**src/rtl/aes_avalon_master.sv**
```systemverilog
`default_nettype none
// ============================================================================
// Module   : aes_avalon_master
// Brief    : Avalon-MM initiator that loads key/ciphertext into the AES core,
//            polls for completion and reads back the decrypted message.
// Revision : 1.0 - initial release
// ============================================================================
module aes_avalon_master #(
  parameter int TIMEOUT_POLLS = 1023
) (
  input  logic         CLK,
  input  logic         RESET,
  input  logic         START,
  input  logic [127:0] KEY,
  input  logic [127:0] MSG_ENC,
  output logic [127:0] MSG_DEC,
  output logic         BUSY,
  output logic         DONE,
  output logic         ERR,
  output logic         AVL_READ,
  output logic         AVL_WRITE,
  output logic         AVL_CS,
  output logic [3:0]   AVL_BYTE_EN,
  output logic [3:0]   AVL_ADDR,
  output logic [31:0]  AVL_WRITEDATA,
  input  logic [31:0]  AVL_READDATA
);

  localparam int c_PW = $clog2(TIMEOUT_POLLS + 1);
  localparam logic [c_PW-1:0] c_POLL_LAST = c_PW'(TIMEOUT_POLLS - 1);

  typedef enum logic [2:0] {
    S_IDLE       = 3'd0,
    S_WR_SETUP   = 3'd1,
    S_WR_STROBE  = 3'd2,
    S_POLL       = 3'd3,
    S_READ       = 3'd4,
    S_CLR_SETUP  = 3'd5,
    S_CLR_STROBE = 3'd6,
    S_FINISH     = 3'd7
  } state_t;

  state_t            r_state;
  state_t            w_state_next;
  logic [127:0]      r_key;
  logic [127:0]      r_msg_enc;
  logic [127:0]      r_msg_dec;
  logic              r_err;
  logic [3:0]        r_idx;
  logic [c_PW-1:0]   r_poll_cnt;

  logic              w_wr_last;
  logic              w_poll_last;
  logic [31:0]       w_wr_word;

  assign w_wr_last   = (r_idx == 4'd8);
  assign w_poll_last = (r_poll_cnt == c_POLL_LAST);
  // Index 0 selects the most significant word of the key/ciphertext.
  assign w_wr_word   = r_idx[2] ? r_msg_enc[{~r_idx[1:0], 5'd0} +: 32]
                                : r_key[{~r_idx[1:0], 5'd0} +: 32];

  assign MSG_DEC = r_msg_dec;
  assign ERR     = r_err;

  always_ff @(posedge CLK) begin
    if (RESET) begin
      r_state <= S_IDLE;
    end else begin
      r_state <= w_state_next;
    end
  end

  always_comb begin
    w_state_next  = r_state;
    BUSY          = 1'b0;
    DONE          = 1'b0;
    AVL_READ      = 1'b0;
    AVL_WRITE     = 1'b0;
    AVL_CS        = 1'b0;
    AVL_BYTE_EN   = 4'h0;
    AVL_ADDR      = 4'h0;
    AVL_WRITEDATA = 32'h0;
    case (r_state)
      S_IDLE: begin
        if (START) w_state_next = S_WR_SETUP;
      end
      S_WR_SETUP, S_WR_STROBE: begin
        BUSY          = 1'b1;
        AVL_BYTE_EN   = 4'hF;
        AVL_ADDR      = w_wr_last ? 4'd14 : r_idx;
        AVL_WRITEDATA = w_wr_last ? 32'h1 : w_wr_word;
        if (r_state == S_WR_SETUP) begin
          w_state_next = S_WR_STROBE;
        end else begin
          AVL_WRITE    = 1'b1;
          AVL_CS       = 1'b1;
          w_state_next = w_wr_last ? S_POLL : S_WR_SETUP;
        end
      end
      S_POLL: begin
        BUSY        = 1'b1;
        AVL_BYTE_EN = 4'hF;
        AVL_READ    = 1'b1;
        AVL_CS      = 1'b1;
        AVL_ADDR    = 4'd15;
        if (AVL_READDATA[0]) w_state_next = S_READ;
        else if (w_poll_last) w_state_next = S_CLR_SETUP;
      end
      S_READ: begin
        BUSY        = 1'b1;
        AVL_BYTE_EN = 4'hF;
        AVL_READ    = 1'b1;
        AVL_CS      = 1'b1;
        AVL_ADDR    = {2'b10, r_idx[1:0]};
        if (r_idx[1:0] == 2'd3) w_state_next = S_CLR_SETUP;
      end
      // Start (14) is cleared before done (15) so the core cannot re-raise done.
      S_CLR_SETUP, S_CLR_STROBE: begin
        BUSY        = 1'b1;
        AVL_BYTE_EN = 4'hF;
        AVL_ADDR    = {3'b111, r_idx[0]};
        if (r_state == S_CLR_SETUP) begin
          w_state_next = S_CLR_STROBE;
        end else begin
          AVL_WRITE    = 1'b1;
          AVL_CS       = 1'b1;
          w_state_next = r_idx[0] ? S_FINISH : S_CLR_SETUP;
        end
      end
      S_FINISH: begin
        DONE         = 1'b1;
        w_state_next = S_IDLE;
      end
      default: w_state_next = S_IDLE;
    endcase
  end

  always_ff @(posedge CLK) begin
    if (RESET) begin
      r_key      <= '0;
      r_msg_enc  <= '0;
      r_msg_dec  <= '0;
      r_err      <= 1'b0;
      r_idx      <= 4'd0;
      r_poll_cnt <= '0;
    end else begin
      case (r_state)
        S_IDLE: begin
          if (START) begin
            r_key     <= KEY;
            r_msg_enc <= MSG_ENC;
            r_err     <= 1'b0;
            r_idx     <= 4'd0;
          end
        end
        S_WR_STROBE: begin
          if (w_wr_last) begin
            r_idx      <= 4'd0;
            r_poll_cnt <= '0;
          end else begin
            r_idx <= r_idx + 4'd1;
          end
        end
        S_POLL: begin
          if (AVL_READDATA[0]) begin
            r_idx <= 4'd0;
          end else if (w_poll_last) begin
            r_err <= 1'b1;
            r_idx <= 4'd0;
          end else begin
            r_poll_cnt <= r_poll_cnt + 1'b1;
          end
        end
        S_READ: begin
          r_msg_dec[{r_idx[1:0], 5'd0} +: 32] <= AVL_READDATA;
          r_idx <= (r_idx[1:0] == 2'd3) ? 4'd0 : r_idx + 4'd1;
        end
        S_CLR_STROBE: begin
          r_idx <= r_idx + 4'd1;
        end
        default: ;
      endcase
    end
  end

endmodule
`default_nettype wire

```
**config.mk**
```make
export PLATFORM = sky130hd
export DESIGN_NAME = aes_avalon_master
export DESIGN_NICKNAME = d
export VERILOG_FILES = /design/src/rtl/aes_avalon_master.sv
export SDC_FILE = /design/constraint.sdc
export NUM_CORES = 1
export LEC_CHECK = 0
export BUFFER_PORTS_ARGS = -buffer_cell sky130_fd_sc_hd__buf_2
export CORE_AREA = 2 2 221 223
export CTS_BUF_LIST = sky130_fd_sc_hd__clkbuf_4 sky130_fd_sc_hd__clkbuf_8 sky130_fd_sc_hd__clkbuf_16
export DETAILED_ROUTE_END_ITERATION = 10
export DIE_AREA = 0 0 223 225
export PLACE_DENSITY = 0.56
export SLEW_MARGIN = 20
export SYNTH_ARGS = -nofsm -noshare
export SYNTH_HDL_FRONTEND = slang
export SYNTH_SLANG_ARGS = --single-unit
```
**constraint.sdc**
```tcl
create_clock -name CLK -period 2.8 [get_ports CLK]
set_input_delay 0.84 -clock CLK [delete_from_list [all_inputs] [get_ports CLK]]
set_output_delay 0.84 -clock CLK [all_outputs]
set_load 0.03 [all_outputs]
```
Yosys cells after proc, flatten, opt, wreduce, memory -nomap -nowiden. Cells that the tools add are included.

Bits in registers: 402. Input port bits: 291. Logic and storage cells: 82.

Add/subtract/negate cells: 3. Eq/ne operators: 17. Shift-type cells: 4. Muxes and demuxes: 37. Bitwise operators: 1. Reduce and logical (&&, ||, !) cells: 13.

Operator list (count): 128-bit by 8-bit variable part select with 32-bit output (2); 128-bit bitwise mux (1); 32-bit by 9-bit variable shift with 128-bit output, first input constant (1); 32-bit by 9-bit variable part select with 128-bit output (1); 32-bit two-way mux (3); 10-bit two-way mux (3); 4-bit two-way mux (7); 10-bit case mux with 2 select lines (1); 4-bit case mux with 5 select lines (1); 3-bit case mux with 6 select lines (1); 4-bit case mux with 4 select lines (1); 3-bit == test, second input constant (4); 3-bit two-way mux (4); 2-bit inequality test, second input constant (6); 10-bit by 1-bit adder with 10-bit output, second input constant (1); 10-bit == test, second input constant (1); 7-bit negation with 9-bit output (1); 1-bit two-way mux (8); 2-bit two-way mux (4); 4-bit AND reduction (2); 3-bit by 2-bit == test with 1-bit output, second input constant (2); 3-bit AND reduction (2); 2-bit OR reduction (3); 6-bit OR reduction (1); other kinds (12) (14).

Depth between registers and ports, before layout. Gate-level depths: netlist of run 1.

Word-level depth: 5. Gate-level depth with buffers: 9.

Worst setup path before layout of run 1. Ideal clock, no wire load.

Path kind: reg2out. Start: reg r_idx[1]. End: out AVL_ADDR[1]. Arrival time: 2.466 ns. Data required time: 1.960 ns. Slack: -0.506 ns. Cell stages (with the launch flop): 9. Buffers on the path: 3. Cells stage by stage: dfxtp_1 buf_2 inv_1 buf_1 ha_1 and3b_1 clkbuf_1 o31ai_1 a221oi_1.

Cells in the longest elaborated chain, start to end: 3.

Ends and longest elaborated chain: start, declared (line 49) `logic [3:0] r_idx;`; start signal, assigned (line 161) `r_idx <= r_idx + 4'd1;`; start signal, assigned (line 176) `r_idx <= (r_idx[1:0] == 2'd3) ? 4'd0 : r_idx + 4'd1;`; start signal, assigned (line 179) `r_idx <= r_idx + 4'd1;`; 4-bit == test (line 56) `assign w_wr_last = (r_idx == 4'd8);`; 4-bit two-way mux (line 90) `AVL_ADDR = w_wr_last ? 4'd14 : r_idx;`; 4-bit case mux with 4 select lines (*) (line 83) `case (r_state)`; end, declared (line 24) `output logic [3:0] AVL_ADDR,`.

Mark *: on every way between the ends. The rest lies on a longest branch, timed or not.

Worst setup path in the final report of run 1.
Start: reg r_idx[0]. End: out AVL_WRITEDATA[13].

Cells in the longest elaborated chain, start to end: 5.

Ends and longest elaborated chain: 2-bit NOT (line 59, 60); 128-bit by 8-bit variable part select with 32-bit output (on tied branches) (line 60, 59); 32-bit two-way mux (line 59) `assign w_wr_word = r_idx[2] ? r_msg_enc[{~r_idx[1:0], 5'd0} +: 32]`; 32-bit two-way mux (*) (line 91) `AVL_WRITEDATA = w_wr_last ? 32'h1 : w_wr_word;`; 32-bit two-way mux (*) (line 83); end, declared (line 25) `output logic [31:0] AVL_WRITEDATA,`.

Marks and branches as above.

==> flow_summary.ini, run 1 <==
[status]
status = finished, violations left
violations = setup timing

[sta]
final.setup.worst_slack_ns = -0.211
final_hold_viol_count = 0
slew_violations = 0
max_freq_mhz = 332
worstMarginPinSlew_ns = 0.739
period_minus_slack_ns = 3.01
skew_ns = 0.0137
setup_viol_count_final = 34
rsz0062_at_grt = true
fin_crit_sh_pct = 108
max_slew_margin_pct = 50.7

[worst_setup_path]
critPathTopFamily = multiplexers
slowest_stage = mux4_2
critPathMaxStageDelay_ns = 0.55
arrival_ns = 2.17
worstSetupPathType = reg2out
cp_max_fo = 6
cp_num_buf_inv = 3
critPathLaunchType = flop
rrSetupSlack_ns = 0.67
cp.required_ns = 1.96
critical_path.endpoint_type = output pin
crit_path_cell_trace = buf_12, buf_16, mux4_2, nand2_2, a21oi_2, buf_6

[min_path]
hp-class = reg2reg

[floorplanning]
io_pins = 465
die_w_microns = 223
core_area_sq_um = 47500
die_h_microns = 225
rows = 80
start_util_pct = 34.9
die-area_sq_um = 50200

[clock_tree]
cts_root_buf = clkbuf_16
clock_latency_ns = 0.56
cts_made_buffers = 45
cts.sinks = 402
cts_tree = yes
clockBufferDepth = 3
htreeDepth = 2
clkSlewWorstSetupHoldPaths_ns = 0.06

[synth]
synth_nets = 2337
ys_seq_elements = 402
netlist_area_sq_um = 16600
synth_top_flop_cell = dfxtp_1
synth_warnings = 0
avgSynthCellArea_sq_um = 8.15
synth_edf_count = 0
synth_cell_types = 54
ys_async_sr_fraction_pct = 0
synth_cells = 2038
yosysSeqAreaShare_pct = 48.5

[drt]
via_count = 16000
routedWlPerCell_microns = 19.8
via_per_inst = 5.15
firstDrtPassIters = 7
wirelength_mm = 61.4
drc = 0
dr.first_iter.drc_count = 1050
drtAntennaViolNets = 0

[placed_design]
dpl_cell_area_sq_um = 19400
hpwl_mm = 42.5
gp_congestion = 0.879
io_buffers = 464

[global_routing]
grt_max_degree = 165
grt.overflow.total = 0
antenna_found_initial = 23
track_usage_pct = 23.6
grt_pass1_vias = 15600
grt_pass1_wl_mm = 91.4

[layout]
nFillCells = 4704
seq_area_sq_um = 8060
synthToLayoutAreaGrowth_pct = 32.5
multiInputGateArea_sq_um = 8120
nNetsFinal = 2739
final_area_sq_um = 22000
drive_above_1_share_pct = 31.4

[power_and_ir_drop]
p_total_mw = 14.2
p_per_area_nw_per_um2 = 647
power.leakage_nw = 8.67
irDropWorstVdd_mv = 0.494

[run]
maxCapViolCount = 0
==> metrics by stage <==
stage	util, %	std cells	setup TNS, ns	hold slack, ns	setup WS (ns)
after floorplan	-	2038	-3.42	0.433	-0.110
after global placement	40.9	2986	0	0.434	0.0796
after detailed placement	40.9	2986	0	0.442	0.0939
after CTS	45.9	3088	-7.41	0.449	-0.254
after global routing	46.2	3093	-7.49	0.459	-0.246
final	46.3	3097	-5.53	0.449	-0.211
==> cell usage in the layout (no fill, tap or decap), types with 8 or more instances in the layout <==
master,count
buf_6,37
buf_2,427
buf_12,18
mux4_2,64
clkbuf_4,13
a21oi_2,22
dfxtp_1,398
a21oi_4,8
nand2_1,687
clkbuf_16,46
nand3_1,138
buf_4,42
clkbuf_8,12
nand2_2,28
a21oi_1,398
==> logic make-up after synthesis <==
| logic type | share of synthesized area, % |
|---|---|
| compound gates | 14.4 |
| xor+xnor | 0.0528 |
| fa+ha+maj | 0.603 |
| buf+inv | 5.16 |
| flops | 48.5 |
| mux | 8.74 |
| simple gates | 22.5 |
==> registers in the layout (all words and copies together) (netlist names) <==
signal and count:
MSG_DEC 128, r_state 3, r_key 128, r_idx 4, r_poll_cnt 10, r_msg_enc 128
ERR 1
==> Yosys cell counts, types with 3 or more instances <==
cell type	count	area share (%)
and3_1	5	0.19
ha_1	8	0.60
a21o_1	3	0.14
a21oi_1	428	13
nor2_1	10	0.23
nor4_1	3	0.11
dfxtp_1	402	48
or4_1	7	0.32
nand2_1	721	16
buf_2	89	2.7
inv_1	7	0.16
o31ai_1	5	0.23
o22ai_1	3	0.11
clkbuf_1	78	1.8
mux4_2	64	8.7
nor3_1	3	0.090
buf_1	3	0.068
buf_4	8	0.36
or3_1	4	0.15
o21ai_0	5	0.15
nand3_1	139	4.2
nor3b_1	3	0.14
==> final timing paths <==
check,cells after the start,endpoint,start
worst max register to register,7,MSG_DEC[75],r_state[1]
worst max-delay path,6,AVL_WRITEDATA[13],r_idx[0]
worst min register to register,2,MSG_DEC[122],MSG_DEC[122]
worst min-delay path,2,MSG_DEC[122],MSG_DEC[122]
==> layout make-up <==
class | instances | share of cell area, %
Multi-Input combinational cell | 1448 | 36.9
Sequential cell | 402 | 36.7
Tap cell | 615 | 3.50
Inverter | 8 | 0.165
Timing Repair Buffer | 535 | 15.8
Clock buffer | 70 | 6.39
Clock inverter | 12 | 0.484
Antenna cell | 7 | 0.0796
==> timing repair <==
action,CTS,global route
hold endpoints to repair,0,0
buffers inserted,15,3
endpoints found under the setup margin,43,42
cloned,6,0
hold buffers,0,0
pin swaps,19,8
gates resized for setup,164,33
==> worst reg2reg max path, stage by stage (launching register included) <==
cell and delay (ns):
dfxtp_1 0.33, buf_6 0.16, nor2_2 0.35, buf_4 0.25, and3_1 0.23, buf_4 0.32, nand3_1 0.24, a21oi_1 0.20
==> power breakdown <==
| part | total (mW) | internal (mW) | switching [mW] | leakage (nW) |
|---|---|---|---|---|
| sequential | 6.21 | 6.03 | 0.183 | 3.28 |
| combinational | 2.06 | 0.819 | 1.24 | 4.62 |
| clock | 5.97 | 3.55 | 2.42 | 0.765 |
==> layer usage <==
metal  wire [microns]  global-route usage [%]  vias to the layer above
met4             1580                    7.04                       34
met3             4500                    5.98                      119
met5              217                       0                        -
li1                 -                       -                     7708
met2            31100                    42.6                      534
met1            24000                    27.4                     7562
No activity file was read; power rests on OpenSTA's default activity.
==> inputs of run 2 (changes only) <==
--- a/config.mk
+++ b/config.mk
@@ -11,6 +11,7 @@
 export DETAILED_ROUTE_END_ITERATION = 10
 export DIE_AREA = 0 0 223 225
 export PLACE_DENSITY = 0.56
+export SKIP_LAST_GASP = 1
 export SLEW_MARGIN = 20
 export SYNTH_ARGS = -nofsm -noshare
 export SYNTH_HDL_FRONTEND = slang
==> run 2 against run 1 <==
  * The flow still finishes with violations (setup timing)
  * Sequential share of layout area hardly changed
  * Final cell count is essentially flat
  * Worst setup slack improved by 0.0029 ns
  * Design area about the same
  * Wire length is essentially flat
  * Critical path depth did not move
  * Sequential cell count unchanged
  * Utilization about the same
  * Non-clock buffer count is the same
  * Fmax barely moved
  * Combinational power hardly changed
  * Largest cell class unchanged
==> flow_summary.ini, run 2 (synthesized netlist as in run 1, its figures left out) <==
[floorplanning]
die_h_microns = 225
core_area_sq_um = 47500
die_w_microns = 223
rows = 80
io_pins = 465
die-area_sq_um = 50200
start_util_pct = 34.9

[layout]
instances_no_fill = 3096
synthToLayoutAreaGrowth_pct = 32.5
nNetsFinal = 2739
mostFrequentLayoutCells = nand2_1 (686), buf_2 (427), dfxtp_1 (398), a21oi_1 (398), nand3_1 (138)
nFillCells = 4705
final_area_sq_um = 22000
drive_above_1_share_pct = 31.4
seq_area_sq_um = 8060
final_core_util_pct = 46.3
final_common_cell = nand2_1
multiInputGateArea_sq_um = 8120

[sta]
skew_ns = 0.0137
worstMarginPinSlew_ns = 0.764
setup_viol_count_final = 34
max_freq_mhz = 332
final_hold_viol_count = 0
rsz0062_at_grt = true
final.setup.worst_slack_ns = -0.208
max_slew_margin_pct = 49.1
fin_hold_ws_ns = 0.448
fin_crit_sh_pct = 107
slew_violations = 0
period_minus_slack_ns = 3.01

[global_routing]
grt_max_degree = 165
grt_pass1_wl_mm = 91.4
grt.overflow.total = 0
grt_pass1_vias = 15600
track_usage_pct = 23.6
antenna_found_initial = 23

[clock_tree]
clock_latency_ns = 0.57
cts_made_buffers = 45
hold_buffers = 0
cts.sinks = 402
htreeDepth = 2
cts_tree = yes
cts_root_buf = clkbuf_16
clkSlewWorstSetupHoldPaths_ns = 0.06
clockBufferDepth = 3

[drt]
firstDrtPassIters = 5
routedWlPerCell_microns = 19.8
via_count = 15900
via_per_inst = 5.15
drc = 0
drtAntennaViolNets = 0
dr.first_iter.drc_count = 980
wirelength_mm = 61.4

[status]
violations = setup timing
status = finished, violations left

[worst_setup_path]
r2r_cells = 7
worstSetupPathType = reg2out
reg2reg_to = MSG_DEC[75]
arrival_ns = 2.17
cp.required_ns = 1.96
rrSetupSlack_ns = 0.66
critPathLaunchType = flop
critical_path.endpoint_type = output pin
r2r-start = r_state[1]
cp_max_fo = 6

[power_and_ir_drop]
p_per_area_nw_per_um2 = 647
irDropWorstVdd_mv = 0.494
power.leakage_nw = 8.68

[run]
maxCapViolCount = 0

[min_path]
holdPathEnd = MSG_DEC[122]
min_path_cells = 2
hp-class = reg2reg
hp-start = MSG_DEC[122]

[placed_design]
dp_cells = 2986
gp_congestion = 0.879
io_buffers = 464
dpl_cell_area_sq_um = 19400
hpwl_mm = 42.5
-- run 2: cell types whose count changed in the layout (fill, tap and decap cells not counted), sizes merged --
cell    before  now
buf        534  533
bufbuf       0    1
diode        7    6
-- run 2: worst max-delay path by stage --
| stage | start | to | slack (ns) | cells after the start |
|---|---|---|---|---|
| final | r_idx[0] | AVL_WRITEDATA[13] | -0.21 | 6 |
| after global routing | r_idx[0] | AVL_WRITEDATA[11] | -0.26 | 7 |
| after CTS | r_idx[0] | AVL_WRITEDATA[8] | -0.25 | 7 |
| after detailed placement | r_idx[0] | AVL_WRITEDATA[21] | 0.09 | 5 |
| after global placement | r_idx[0] | AVL_WRITEDATA[21] | 0.08 | 5 |
| after floorplan | r_idx[1] | AVL_WRITEDATA[10] | -0.11 | 8 |
-- run 2: through the flow --
step / setup slack [ns] / TNS (ns) / power [mW]
finish: -0.208 / -5.73 / 14.2
global route: -0.255 / -7.63 / 14.8
CTS: -0.254 / -7.54 / 14.4
detailed placement: 0.0939 / 0 / 8.14
global placement: 0.0796 / 0 / 8.11
floorplan: -0.110 / -3.42 / 7.43
-- run 2: per-layer routing --
| metal | part of all wire (%) | global-route usage, % | routed length, microns |
|---|---|---|---|
| met4 | 2.7 | 7.04 | 1640 |
| met3 | 7.1 | 5.98 | 4380 |
| met5 | 0.35 | 0 | 217 |
| met2 | 51 | 42.6 | 31100 |
| met1 | 39 | 27.4 | 24100 |
-- run 2: power by group --
| part | leakage (nW) | switching (mW) | internal (mW) |
|---|---|---|---|
| registers | 3.28 | 0.183 | 6.03 |
| clock network | 0.765 | 2.42 | 3.55 |
| logic | 4.63 | 1.24 | 0.826 |
-- run 2: timing repair --
| action | 4_1_cts | 5_1_grt |
|---|---|---|
| gates resized for setup | 158 | 39 |
| setup endpoints to repair | 43 | 42 |
| endpoints found under the hold margin | 0 | 0 |
| buffers inserted | 15 | 3 |
| pin swaps | 17 | 11 |
| gates cloned | 6 | 0 |
-- run 2: area by class of cell --
cell class	count	area share [%]
Tap cell	615	3.50
Timing Repair Buffer	535	15.8
Sequential cell	402	36.6
Multi-Input combinational cell	1448	36.9
Clock buffer	70	6.39
Antenna cell	6	0.0683
Inverter	8	0.165
Clock inverter	12	0.483
-- run 2: worst max-delay path: stages, from the launching register on --
cell and delay, ns:
dfxtp_4 0.42, buf_12 0.14, buf_16 0.13, mux4_2 0.55
nand2_2 0.14, a21oi_2 0.08, buf_6 0.14
